--- src/rtl/injection_scheduler_pkg.sv ---
// injection_scheduler_pkg: shared configuration, arbiter state encoding and error bit indices
package injection_scheduler_pkg;
    localparam int CFG_CYLINDERS    = 4;
    localparam int CFG_PW_WIDTH     = 20;
    localparam int CFG_CALC_TIMEOUT = 255;
    localparam logic [1:0] ST_IDLE  = 2'd0;
    localparam logic [1:0] ST_ISSUE = 2'd1;
    localparam logic [1:0] ST_WAIT  = 2'd2;
    localparam int ERR_NO_PW   = 0;
    localparam int ERR_OVERLAP = 1;
    localparam int ERR_TIMEOUT = 2;
endpackage

--- src/rtl/injector_pulse_timer.sv ---
// injector_pulse_timer: drives one injector for pw cycles after start, then pulses done
module injector_pulse_timer
    import injection_scheduler_pkg::*;
#(
    parameter int PW_WIDTH = CFG_PW_WIDTH
) (
    input  logic                clk,
    input  logic                reset_n,
    input  logic                on,
    input  logic                start,
    input  logic [PW_WIDTH-1:0] pw,
    output logic                injector,
    output logic                done,
    output logic                busy
);
    logic [PW_WIDTH-1:0] cnt;

    assign busy     = |cnt;
    assign injector = busy;

    // A zero width completes immediately: done on the cycle after start with no pulse
    always_ff @(posedge clk) begin
        if (!reset_n || !on) begin
            cnt  <= '0;
            done <= 1'b0;
        end else if (start && !busy) begin
            cnt  <= pw;
            done <= pw == '0;
        end else begin
            cnt  <= busy ? cnt - 1'b1 : cnt;
            done <= cnt == PW_WIDTH'(1);
        end
    end
endmodule

--- src/rtl/injection_scheduler.sv ---
// injection_scheduler: round-robin access to the shared calculator plus per-cylinder injector pulse timing
module injection_scheduler
    import injection_scheduler_pkg::*;
#(
    parameter int CYLINDERS    = CFG_CYLINDERS,
    parameter int PW_WIDTH     = CFG_PW_WIDTH,
    parameter int CALC_TIMEOUT = CFG_CALC_TIMEOUT
) (
    input  logic                         clk,
    input  logic                         reset_n,
    input  logic [CYLINDERS-1:0]         on,
    input  logic [CYLINDERS-1:0]         cal_req,
    input  logic [CYLINDERS-1:0]         inject,
    output logic                         calc_start,
    output logic [$clog2(CYLINDERS)-1:0] calc_cyl,
    input  logic                         calc_valid,
    input  logic [PW_WIDTH-1:0]          calc_pw,
    output logic [CYLINDERS-1:0]         injector,
    output logic [CYLINDERS-1:0]         done,
    output logic [CYLINDERS-1:0]         pw_ready,
    output logic [2:0]                   err
);
    localparam int CW = $clog2(CYLINDERS);
    localparam int TW = $clog2(CALC_TIMEOUT + 1);

    logic [1:0]           state;
    logic [CW-1:0]        rr_ptr, grant, idx;
    logic [TW-1:0]        wcnt;
    logic                 abort, take;
    logic [CYLINDERS-1:0] pending, busy, start, cyl_mask;
    logic [PW_WIDTH-1:0]  pw_reg [CYLINDERS];

    assign calc_start = state == ST_ISSUE;
    assign cyl_mask   = {{(CYLINDERS-1){1'b0}}, 1'b1} << calc_cyl;
    assign take       = state == ST_WAIT && calc_valid && !abort && on[calc_cyl];
    assign start      = inject & on & ~busy;

    // Scanning downwards lets the nearest pending cylinder at or after rr_ptr win
    always_comb begin
        grant = rr_ptr;
        idx   = rr_ptr;
        for (int k = CYLINDERS - 1; k >= 0; k--) begin
            idx = CW'((int'(rr_ptr) + k) % CYLINDERS);
            if (pending[idx]) grant = idx;
        end
    end

    always_ff @(posedge clk) begin
        if (take) pw_reg[calc_cyl] <= calc_pw;
    end

    always_ff @(posedge clk) begin
        if (!reset_n) begin
            state    <= ST_IDLE;
            calc_cyl <= '0;
            rr_ptr   <= '0;
            wcnt     <= '0;
            abort    <= 1'b0;
            pending  <= '0;
            pw_ready <= '0;
            err      <= '0;
        end else begin
            pending  <= ((pending & ~(calc_start ? cyl_mask : '0)) | cal_req) & on;
            pw_ready <= ((pw_ready & ~start) | (take ? cyl_mask : '0)) & on;
            if (|(start & ~pw_ready)) err[ERR_NO_PW] <= 1'b1;
            if (|(inject & on & busy)) err[ERR_OVERLAP] <= 1'b1;
            // A cylinder switched off mid-transaction must not receive the late result
            if (state != ST_IDLE && !on[calc_cyl]) abort <= 1'b1;
            case (state)
                ST_IDLE: if (|pending) begin
                    calc_cyl <= grant;
                    abort    <= 1'b0;
                    state    <= ST_ISSUE;
                end
                ST_ISSUE: begin
                    rr_ptr <= (calc_cyl == CW'(CYLINDERS - 1)) ? '0 : calc_cyl + 1'b1;
                    wcnt   <= '0;
                    state  <= ST_WAIT;
                end
                ST_WAIT: if (calc_valid) begin
                    state <= ST_IDLE;
                end else if (wcnt == TW'(CALC_TIMEOUT - 1)) begin
                    err[ERR_TIMEOUT] <= 1'b1;
                    state            <= ST_IDLE;
                end else begin
                    wcnt <= wcnt + 1'b1;
                end
                default: state <= ST_IDLE;
            endcase
        end
    end

    for (genvar g = 0; g < CYLINDERS; g++) begin : g_cyl
        injector_pulse_timer #(.PW_WIDTH(PW_WIDTH)) u_timer (
            .clk      (clk),
            .reset_n  (reset_n),
            .on       (on[g]),
            .start    (start[g]),
            .pw       (pw_ready[g] ? pw_reg[g] : '0),
            .injector (injector[g]),
            .done     (done[g]),
            .busy     (busy[g])
        );
    end
endmodule

--- config.mk ---
export PLATFORM = sky130hd
export DESIGN_NAME = injection_scheduler
export DESIGN_NICKNAME = d
export VERILOG_FILES = /design/src/rtl/injection_scheduler_pkg.sv /design/src/rtl/injector_pulse_timer.sv /design/src/rtl/injection_scheduler.sv
export SDC_FILE = /design/constraint.sdc
export NUM_CORES = 1
export LEC_CHECK = 0
export ABC_AREA = 1
export CORE_MARGIN = 8
export CORE_UTILIZATION = 65
export CTS_BUF_LIST = sky130_fd_sc_hd__clkbuf_8 sky130_fd_sc_hd__clkbuf_16
export DETAILED_ROUTE_END_ITERATION = 8
export PLACE_DENSITY = 0.85
export SYNTH_ARGS = -nofsm -noshare
export SYNTH_HDL_FRONTEND = slang
export SYNTH_SLANG_ARGS = --single-unit
--- constraint.sdc ---
create_clock -name clk -period 5.53 [get_ports clk]
set_clock_uncertainty 0.1 [all_clocks]
set_input_delay 1.3825 -clock clk [delete_from_list [all_inputs] [get_ports clk]]
set_output_delay 1.3825 -clock clk [all_outputs]
set_load 0.02 [all_outputs]
== Word-level counts from Yosys, hierarchy flattened ==
Memory sizes are Yosys's and may differ from the RTL's.
Index checks and enable logic that the tools add are counted.
Storage, ports and cells
  register bits after elaboration: 110
  RAM bits: 80
  output and inout port bits: 18
  memories kept: 1
Memories
  pw_reg: depth 4, width 20, read ports 4, clocked after memory_dff 0, write ports 1, RTL line injection_scheduler.sv:31  | logic [PW_WIDTH-1:0] pw_reg [CYLINDERS];
Cells by class
  add/sub/neg operators: 9
  $lt $le $gt $ge: 5
  equal/unequal tests: 12
  shift operators: 1
  multiplexer cells: 45
  bitwise operators: 15
  reduce and logical (&&, ||, !) cells: 45
Operators by type and width (count)
  $mux W20: 12
  $eq A20 B1 Y1 const B: 4
  $logic_not A20 Y1: 4
  $reduce_or A20 Y1: 4
  $sub A20 B1 Y20 const B: 4
  $and A4 B4 Y4: 8
  $mux W2: 8
  $mux W8: 2
  $not A4 Y4: 4
  $pmux W8 S2: 1
  $lt A2 B3 Y1 const B: 5
  $mux W1: 14
  $reduce_bool A2 Y1: 6
  $reduce_or A4 Y1: 3
  $logic_not A1 Y1: 11
  $bmux W1 S2: 5
  $add A8 B1 Y8 const B: 1
  $eq A8 B8 Y1 const B: 1
  $logic_and A1 B1 Y1: 8
  $mux W4: 2
  $or A4 B4 Y4: 2
  $ne A2 B2 Y1 const B: 3
  $pmux W2 S3: 1
  $reduce_and A3 Y1: 2
  10 further kinds: 17

== Logic depth before layout (Yosys ltp) ==
Gate-level depths: netlist of the first run.
  depth in word-level cells: 7
  mapped depth: 12
  mapped depth without buffers: 12

== Modules after synthesis ==
Synthesis of the first run repeated with hierarchy kept, for this count alone.
Unflattened totals
  cells, all modules: 1502
  area, all modules: 11125.7 µm²
Modules (own cells, without submodules)
  injection_scheduler: instances 1, cells each 496, area each 4662.0 µm²
  injector_pulse_timer at g_cyl[0].u_timer ...: instances 2, cells each 257, area each 1651.6 µm²
  injector_pulse_timer at g_cyl[2].u_timer ...: instances 2, cells each 246, area each 1580.3 µm²

== Worst setup path before layout of the first run ==
OpenSTA, ideal clock, no wires.
  path type: input port to flip-flop
  from: input port on[1]
  to: memory pw_reg[1][0] (netlist name), enable pin
  library setup time: 379 ps
  arrival: 2429 ps
  path slack: 2622 ps
  stages: 5
  buffers on the path: 0
  cells stage by stage: nand2_1 > nand3_1 > nand2_1 > nor3_1 > and2_1
Between the ends
  word-level cells in the longest chain between the ends: 5
RTL lines
  start: declaration: RTL line injection_scheduler.sv:11  | input logic [CYLINDERS-1:0] on,
  $bmux W1 S2: RTL line injection_scheduler.sv:35  | assign take = state == ST_WAIT && calc_valid && !abort && on[calc_cyl];
  $mux W1 (implied by the code): RTL line injection_scheduler.sv:35
  $logic_and A1 B1 Y1: RTL line injection_scheduler.sv:35
  $mux W1: RTL line injection_scheduler.sv:49  | if (take) pw_reg[calc_cyl] <= calc_pw;
  $mux W1 (implied by the code): RTL line injection_scheduler.sv:49
  end: declaration: RTL line injection_scheduler.sv:31
No other way between the ends. The select of a mux whose other input is x is not followed.

== Final worst setup path of the first run ==
  from: register g_cyl[1].u_timer.cnt[11]
  to: output port injector[1]
Between the ends
  word-level cells in the longest chain between the ends: 1
RTL lines
  start: declaration: RTL line injector_pulse_timer.sv:16  | logic [PW_WIDTH-1:0] cnt;
  start signal: assignment: RTL line injector_pulse_timer.sv:27  | cnt <= pw;
  start signal: assignment: RTL line injector_pulse_timer.sv:30  | cnt <= busy ? cnt - 1'b1 : cnt;
  $reduce_or A20 Y1: RTL line injector_pulse_timer.sv:18  | assign busy = |cnt;
  end: declaration: RTL line injection_scheduler.sv:18  | output logic [CYLINDERS-1:0] injector,
No other way between the ends.

==> summary.md, run 1 <==
| Metric | Value |
|---|---|
| Result of the run | `complete, no violations` |
| Pwr Density | `577 nW/um^2` |
| Min cycle time layout | `roughly 4 ns` |
| Setup repair after global routing missed its margin | `false` |
| Met3 layer wire length in the routed design | `~2400 microns` |
| Placed insts | `between 1000 and 1500` |
| Library cell with the largest summed area after synthesis | `sky130_fd_sc_hd__edfxtp_1` |
| Clock tree from TritonCTS | `done` |
| Total overflow reported by the global router | `0` |
| Detail-routed via count per cell | `approximately 5.9` |
| Cts bufs inserted | `17` |
| Y dimension of the die | `141 microns` |
| CTS sink count | `190` |
| Starting utilization of the core area | `66.3%` |
| Number of cells upsized or downsized after cts | `0` |
| Clk_lat worst skew | `between 0.4 and 0.5 ns` |
| # Post-CTS Setup Buffers | `0` |
| Top routing layer in use | `met4` |
| Top cell type's share of synthesized area | `between 20% and 30%` |
| Area growth from synthesis to layout | `10.7%` |
| Largest net degree at the start of global routing | `31` |
| Register bit total from synthesis | `between 150 and 200` |
| Input/output buffers | `52` |
| Number of pins with negative max-slew slack in the final report | `0` |
| Worst-Margin Slew | `roughly 0.94 ns` |
| Number of violations of the max-capacitance limit | `0` |
| DRT iter0 DRCs | `approximately 970` |
| Sum Neg Setup Slack | `0 ns` |
| Number of antenna violations at the first check in global routing | `0` |
| Maximum clock insertion buffer count | `2` |
| Startpoint Class | `flop` |
| Std-Cell Rows | `45` |
| Area enclosed by the die boundary | `19700 sq um` |
| Crit path required time | `a little over 4 ns` |
| Unique masters post-synth | `47` |
| Syn nets | `around 1400` |
| Hold/Removal Path Class | `flop to flop` |
| Via count | `between 8000 and 9000` |
| Number of warnings reported in the yosys synthesis log | `0` |
| Finished Layout Cells | `1528` |
| Highest clock frequency the design can meet | `roughly 250 MHz` |
| Ratio of cells with drive above 1 in the final layout | `6.79%` |
| Static leakage | `4.77 nW` |
| Diodes inserted | `0` |
| IR drop worst, VDD | `about 0.29 mV` |
| Number of top-level pins | `53` |
| Number of global-route vias before repair | `approximately 8400` |
| Crit path max fanout | `14` |
| Post-detailed-route DRC marker count | `0` |
| # hold bufs at CTS | `0` |
| Cell Area, Synth | `around 10000 sq um` |
| Detailed-placement wirelength estimate | `around 19000 microns` |
| Cell count after synthesis | `~1300` |
| CP Class | `flop to output port` |
| Synth area leaders | `sky130_fd_sc_hd__edfxtp_1 (24%), sky130_fd_sc_hd__dfxtp_1 (22%), sky130_fd_sc_hd__nand2_1 (12%)` |
| Share of the cycle needed by the critical path after routing | `about three quarters` |
| Max-slew headroom | `between 30 and 40%` |
| Clock transition at the registers of the reported paths | `~0.07 ns` |
| Final Routed Wirelength | `about 26000 microns` |
| Clk root buf | `sky130_fd_sc_hd__clkbuf_16` |
| Number of nets at the end of the flow | `1383` |
| Final setup viols | `0` |
| Global Route Usage Sum | `26.2%` |
| Detailed-route wire length per cell | `about 17 microns` |
| Endpoint type of the worst setup path | `output port` |
| M1 WL | `10400 microns` |
| Antenna violation net count after detailed routing | `0` |
| Post-Synthesis Mean Instance Area | `~8 sq um` |
| Core Region | `around 15000 sq um` |
| Count of endpoints failing hold in the final timing report | `0` |
| Seq/Total Area, Yosys | `a little under half` |
| Routed wire length on met2 | `approximately 12000 microns` |
| Maximum level of the CTS H-tree | `4` |
| Die W | `between 100 and 150 microns` |
| First-pass DRT Iterations | `5` |
| Routability congestion estimate from global placement | `slightly below 0.9` |
| First-pass GRT wire length | `about 41000 microns` |
| Arrival time reported for the critical path endpoint | `between 2 and 3 ns` |
-- layer usage --
metal | vias to the layer above | GRT usage, %
li1 | 4274 | -
met1 | 4148 | 32.6
met2 | 468 | 43.3
met3 | 69 | 5.74
met4 | 0 | 10.9
met5 | - | 0
-- where the power goes --
part | switching, W | internal, W
sequential | 0.000178 | 0.00166
clock | 0.000557 | 0.000610
combinational | 0.00221 | 0.00122
-- cell usage in the layout (no fill, tap or decap), types with 6 or more instances in the layout --
cell type	instances
sky130_fd_sc_hd__nand4_1	25
sky130_fd_sc_hd__dfxtp_1	110
sky130_fd_sc_hd__clkdlybuf4s50_1	52
sky130_fd_sc_hd__nor3_1	29
sky130_fd_sc_hd__nand3_1	70
sky130_fd_sc_hd__nor2_1	194
sky130_fd_sc_hd__clkbuf_16	17
sky130_fd_sc_hd__nand2_1	318
sky130_fd_sc_hd__nor2_2	13
sky130_fd_sc_hd__o21ai_0	77
sky130_fd_sc_hd__o31ai_1	7
sky130_fd_sc_hd__xnor2_1	19
sky130_fd_sc_hd__a21oi_1	49
sky130_fd_sc_hd__edfxtp_1	80
sky130_fd_sc_hd__xor2_1	35
sky130_fd_sc_hd__a31oi_1	6
sky130_fd_sc_hd__inv_1	125
sky130_fd_sc_hd__nand3_2	8
sky130_fd_sc_hd__nor2_4	9
sky130_fd_sc_hd__ha_1	21
sky130_fd_sc_hd__o21ai_1	9
-- cell usage after synthesis (all sizes together) --
cell	count
nand2	326
nor2	217
inv	132
dfxtp	110
o21ai	86
edfxtp	80
nand3	79
a21oi	52
xor2	35
nor3	33
nand4	27
buf	21
ha	21
xnor2	19
clkbuf	18
o31ai	7
a31oi	6
nand3b	4
and2	3
nor3b	3
o211ai	3
a211oi	2
a22oi	2
o211a	2
o21a	2
or2	2
clkinv	1
nand2b	1
o41ai	1
-- worst paths after layout --
check	depth (start not counted)	slack, ns	endpoint	from
hold reg to reg	2	0.37	wcnt[6]	wcnt[6]
hold / removal	2	0.37	wcnt[6]	wcnt[6]
setup / recovery	5	1.46	injector[1]	g_cyl[1].u_timer.cnt[11]
setup reg to reg	5	2.87	pw_reg[1][16]	state[0]
-- worst max-delay path, cell delays in order, from the launching register on --
cell                              delay (ns)
sky130_fd_sc_hd__dfxtp_1                0.35
sky130_fd_sc_hd__nor2_1                 0.13
sky130_fd_sc_hd__nand2_1                0.15
sky130_fd_sc_hd__nor2_2                 0.19
sky130_fd_sc_hd__nand4_1                0.57
sky130_fd_sc_hd__clkdlybuf4s50_1        0.76
-- logic make-up after synthesis --
logic type / count (synthesis) / share of synthesized area (%)
buf+inv: 172 / 7.32
xor+xnor: 54 / 4.69
compound gates: 163 / 8.91
fa+ha+maj: 21 / 2.61
flops: 190 / 45.7
simple gates: 695 / 30.8
-- final cells by class --
cell class / count / area [sq um]
sequential: 190 / 4600
clock buffer: 19 / 453
fill: 1118 / 4040
clock inverter: 13 / 104
timing repair buffer: 52 / 520
tap: 188 / 235
inverter: 133 / 505
multi-input combinational: 933 / 4740
-- through the flow --
| stage | area [sq um] | setup WS, ns | hold WS [ns] | util [%] | power, W |
|---|---|---|---|---|---|
| floorplan | 10100 | 2.62 | 0.336 | - | 0.00454 |
| global placement | 10600 | 1.62 | 0.347 | 69.7 | 0.00510 |
| detailed placement | 10600 | 1.51 | 0.356 | 69.7 | 0.00519 |
| CTS | 11200 | 1.49 | 0.365 | 73.4 | 0.00640 |
| global route | 11200 | 1.32 | 0.405 | 73.4 | 0.00694 |
| finish | 11200 | 1.46 | 0.369 | 73.4 | 0.00644 |
No activity file was read; power rests on OpenSTA's default activity.
==> run 2: changes to the inputs <==
- CORE_UTILIZATION: 65 -> 55
- PLACE_DENSITY: 0.85 -> 0.77
- clock period: 5.53 -> 3.6 ns (I/O delays scaled with it)
==> run 2 against run 1 <==
  * Hold slack got worse by 0.0093 ns
  * Global-route usage decreased by 3.5 points
  * Die area increased by 16%
  * Critical endpoint is now injector[3]
  * Largest cell class unchanged
==> summary.md, run 2 (synthesis results as in run 1) <==
| Metric | Value |
|---|---|
| Result of the run | `complete, no violations (unchanged)` |
| Pwr Density | `883 nW/um^2 (was 577 nW/um^2)` |
| Diodes inserted | `0 (unchanged)` |
| Number of antenna violations at the first check in global routing | `0 (unchanged)` |
| Arrival time reported for the critical path endpoint | `2.35 ns (was 2.59 ns)` |
| Commonest non-fill, non-tap cells in the layout | `sky130_fd_sc_hd__nand2_1 (318), sky130_fd_sc_hd__nor2_1 (194), sky130_fd_sc_hd__inv_1 (126) (was sky130_fd_sc_hd__nand2_1 (318), sky130_fd_sc_hd__nor2_1 (194), sky130_fd_sc_hd__inv_1 (125))` |
| Starting utilization of the core area | `56.1% (was 66.3%)` |
| # Post-CTS Setup Buffers | `0 (unchanged)` |
| Area of the multi-input gates | `4740 sq um (unchanged)` |
| Switching Power | `0.00442 W (was 0.00295 W)` |
| Crit path required time | `2.60 ns (was 4.05 ns)` |
| Count of endpoints failing hold in the final timing report | `0 (unchanged)` |
| Number of top-level pins | `53 (unchanged)` |
| Antenna violation net count after detailed routing | `0 (unchanged)` |
| Crit path max fanout | `5 (was 14)` |
| Ratio of cells with drive above 1 in the final layout | `7.53% (was 6.79%)` |
| Number of pins with negative max-slew slack in the final report | `0 (unchanged)` |
| Maximum clock insertion buffer count | `2 (unchanged)` |
| Global Route Usage Sum | `22.6% (was 26.2%)` |
| Clock transition at the registers of the reported paths | `0.06 ns (was 0.07 ns)` |
| Core Region | `18000 sq um (was 15200 sq um)` |
| Share of the cycle needed by the critical path after routing | `just over 90%` |
| Sum Neg Setup Slack | `0 ns (unchanged)` |
| Number of violations of the max-capacitance limit | `0 (unchanged)` |
| Total overflow reported by the global router | `0 (unchanged)` |
| IR drop worst, VDD | `0.375 mV (was 0.290 mV)` |
| First-pass DRT Iterations | `5 (unchanged)` |
| CP Class | `flop to output port (unchanged)` |
| Clock power share | `19.6% (was 18.1%)` |
| Std-Cell Rows | `49 (was 45)` |
| Cell with the most instances on the worst path | `sky130_fd_sc_hd__nand2_1` |
| Startpoint Class | `flop (unchanged)` |
| Die W | `151 microns (was 141 microns)` |
| Largest net degree at the start of global routing | `31 (unchanged)` |
| Y dimension of the die | `151 microns (was 141 microns)` |
| Post-route core utilization | `63.3% (was 73.4%)` |
| First-pass GRT wire length | `40600 microns (was 41000 microns)` |
| Hold/Removal Path Class | `flop to flop (unchanged)` |
| Detailed-placement wirelength estimate | `18700 microns (was 18600 microns)` |
| Number of global-route vias before repair | `8095 (was 8424)` |
| Stage delay of the slowest cell on the critical path | `0.55 ns (was 0.76 ns)` |
| Final setup viols | `0 (unchanged)` |
| Setup repair after global routing missed its margin | `false (unchanged)` |
| Comb power frac | `52.3% (was 53.3%)` |
| DRT iter0 DRCs | `697 (was 974)` |
| Number of cells upsized or downsized after cts | `0 (unchanged)` |
| Area enclosed by the die boundary | `22900 sq um (was 19700 sq um)` |
| CP cell instances | `nor2_1, nand2_1, nor2_4, nand2_1, nor3_1, inv_1, clkdlybuf4s50_1 (was nor2_1, nand2_1, nor2_2, nand4_1, clkdlybuf4s50_1)` |
| Input/output buffers | `52 (unchanged)` |
| Switching part of the total power | `44.0% (was 45.7%)` |
| Worst-Margin Slew | `0.872 ns (was 0.944 ns)` |
| Fill cell count | `1565 (was 1118)` |
| Min cycle time layout | `3.35 ns` |
| Maximum level of the CTS H-tree | `4 (unchanged)` |
| Detail-routed via count per cell | `5.49 (was 5.86)` |
| Crit-path slowest cell | `sky130_fd_sc_hd__clkdlybuf4s50_1 (unchanged)` |
| Via count | `8692 (was 8959)` |
| Clock tree from TritonCTS | `done (unchanged)` |
| Static leakage | `4.87 nW (was 4.77 nW)` |
| Area growth from synthesis to layout | `12.8% (was 10.7%)` |
| FF+latch area | `4600 sq um (unchanged)` |
| Clk_lat worst skew | `0.44 ns (about the same)` |
| Commonest non-fill, non-tap cell in the layout | `sky130_fd_sc_hd__nand2_1 (unchanged)` |
| CTS sink count | `190 (unchanged)` |
| Detailed-route wire length per cell | `15.9 microns (was 16.8 microns)` |
| Internal power contribution | `0.00562 W (was 0.00349 W)` |
| # hold bufs at CTS | `0 (unchanged)` |
| Cts bufs inserted | `17 (unchanged)` |
| Max-slew headroom | `41.7% (was 36.9%)` |
| Endpoint type of the worst setup path | `output port (unchanged)` |
| Final Routed Wirelength | `25200 microns (was 25700 microns)` |
| Highest clock frequency the design can meet | `between 200 and 300 MHz` |
| Routability congestion estimate from global placement | `0.910 (was 0.888)` |
| Power share of the sequential group | `28.1% (was 28.6%)` |
| Post-detailed-route DRC marker count | `0 (unchanged)` |
| Number of nets at the end of the flow | `1397 (was 1383)` |
| Clk root buf | `sky130_fd_sc_hd__clkbuf_16 (unchanged)` |
run 2: metrics by stage:
stage / power, W / hold WS [ns] / worst slack, ns / std cells / instance area [sq um]
final: 0.0100 / 0.360 / 0.249 / 1583 / 11400
after global routing: 0.0108 / 0.377 / 0.0989 / 1583 / 11400
after CTS: 0.0100 / 0.362 / 0.228 / 1583 / 11400
after detailed placement: 0.00801 / 0.351 / 0.565 / 1551 / 10800
after global placement: 0.00795 / 0.346 / 0.567 / 1551 / 10800
after floorplan: 0.00697 / 0.336 / 1.17 / 1295 / 10100
run 2: power groups by stage:
stage | logic [W] | clock network [W] | registers (W)
finish | 0.00525 | 0.00197 | 0.00282
global route | 0.00591 | 0.00208 | 0.00286
CTS | 0.00522 | 0.00199 | 0.00282
detailed placement | 0.00515 | 0 | 0.00286
global placement | 0.00510 | 0 | 0.00285
floorplan | 0.00416 | 0 | 0.00280
run 2: final timing paths:
| check | startpoint | end | slack [ns] | cells past startpoint |
|---|---|---|---|---|
| worst max-delay path | g_cyl[3].u_timer.cnt[14] | injector[3] | 0.25 | 7 |
| worst min-delay path | wcnt[6] | wcnt[6] | 0.36 | 2 |
| worst max register to register | state[0] | pw_reg[2][18] | 1.44 | 8 |
| worst min register to register | wcnt[6] | wcnt[6] | 0.36 | 2 |
run 2: worst max-delay path: cells and delay by family, from the launching register on:
kind	cells	cell delay [ns]
buffers and inverters	2	0.63
AND/OR/NAND/NOR	5	0.97
flip-flops	1	0.33
run 2: area by class of cell:
cell class / count / share of cell area [%]
Inverter: 133 / 4.45
Clock inverter: 14 / 1.51
Sequential cell: 190 / 40.5
Tap cell: 229 / 2.52
Clock buffer: 18 / 3.86
Multi-Input combinational cell: 933 / 41.7
Timing Repair Buffer: 66 / 5.50
run 2: routing by layer:
metal	share of wire (%)	GRT usage (%)
met1	42	29.0
met5	0	0
met3	6.9	4.66
met4	2.3	7.52
met2	48	37.4
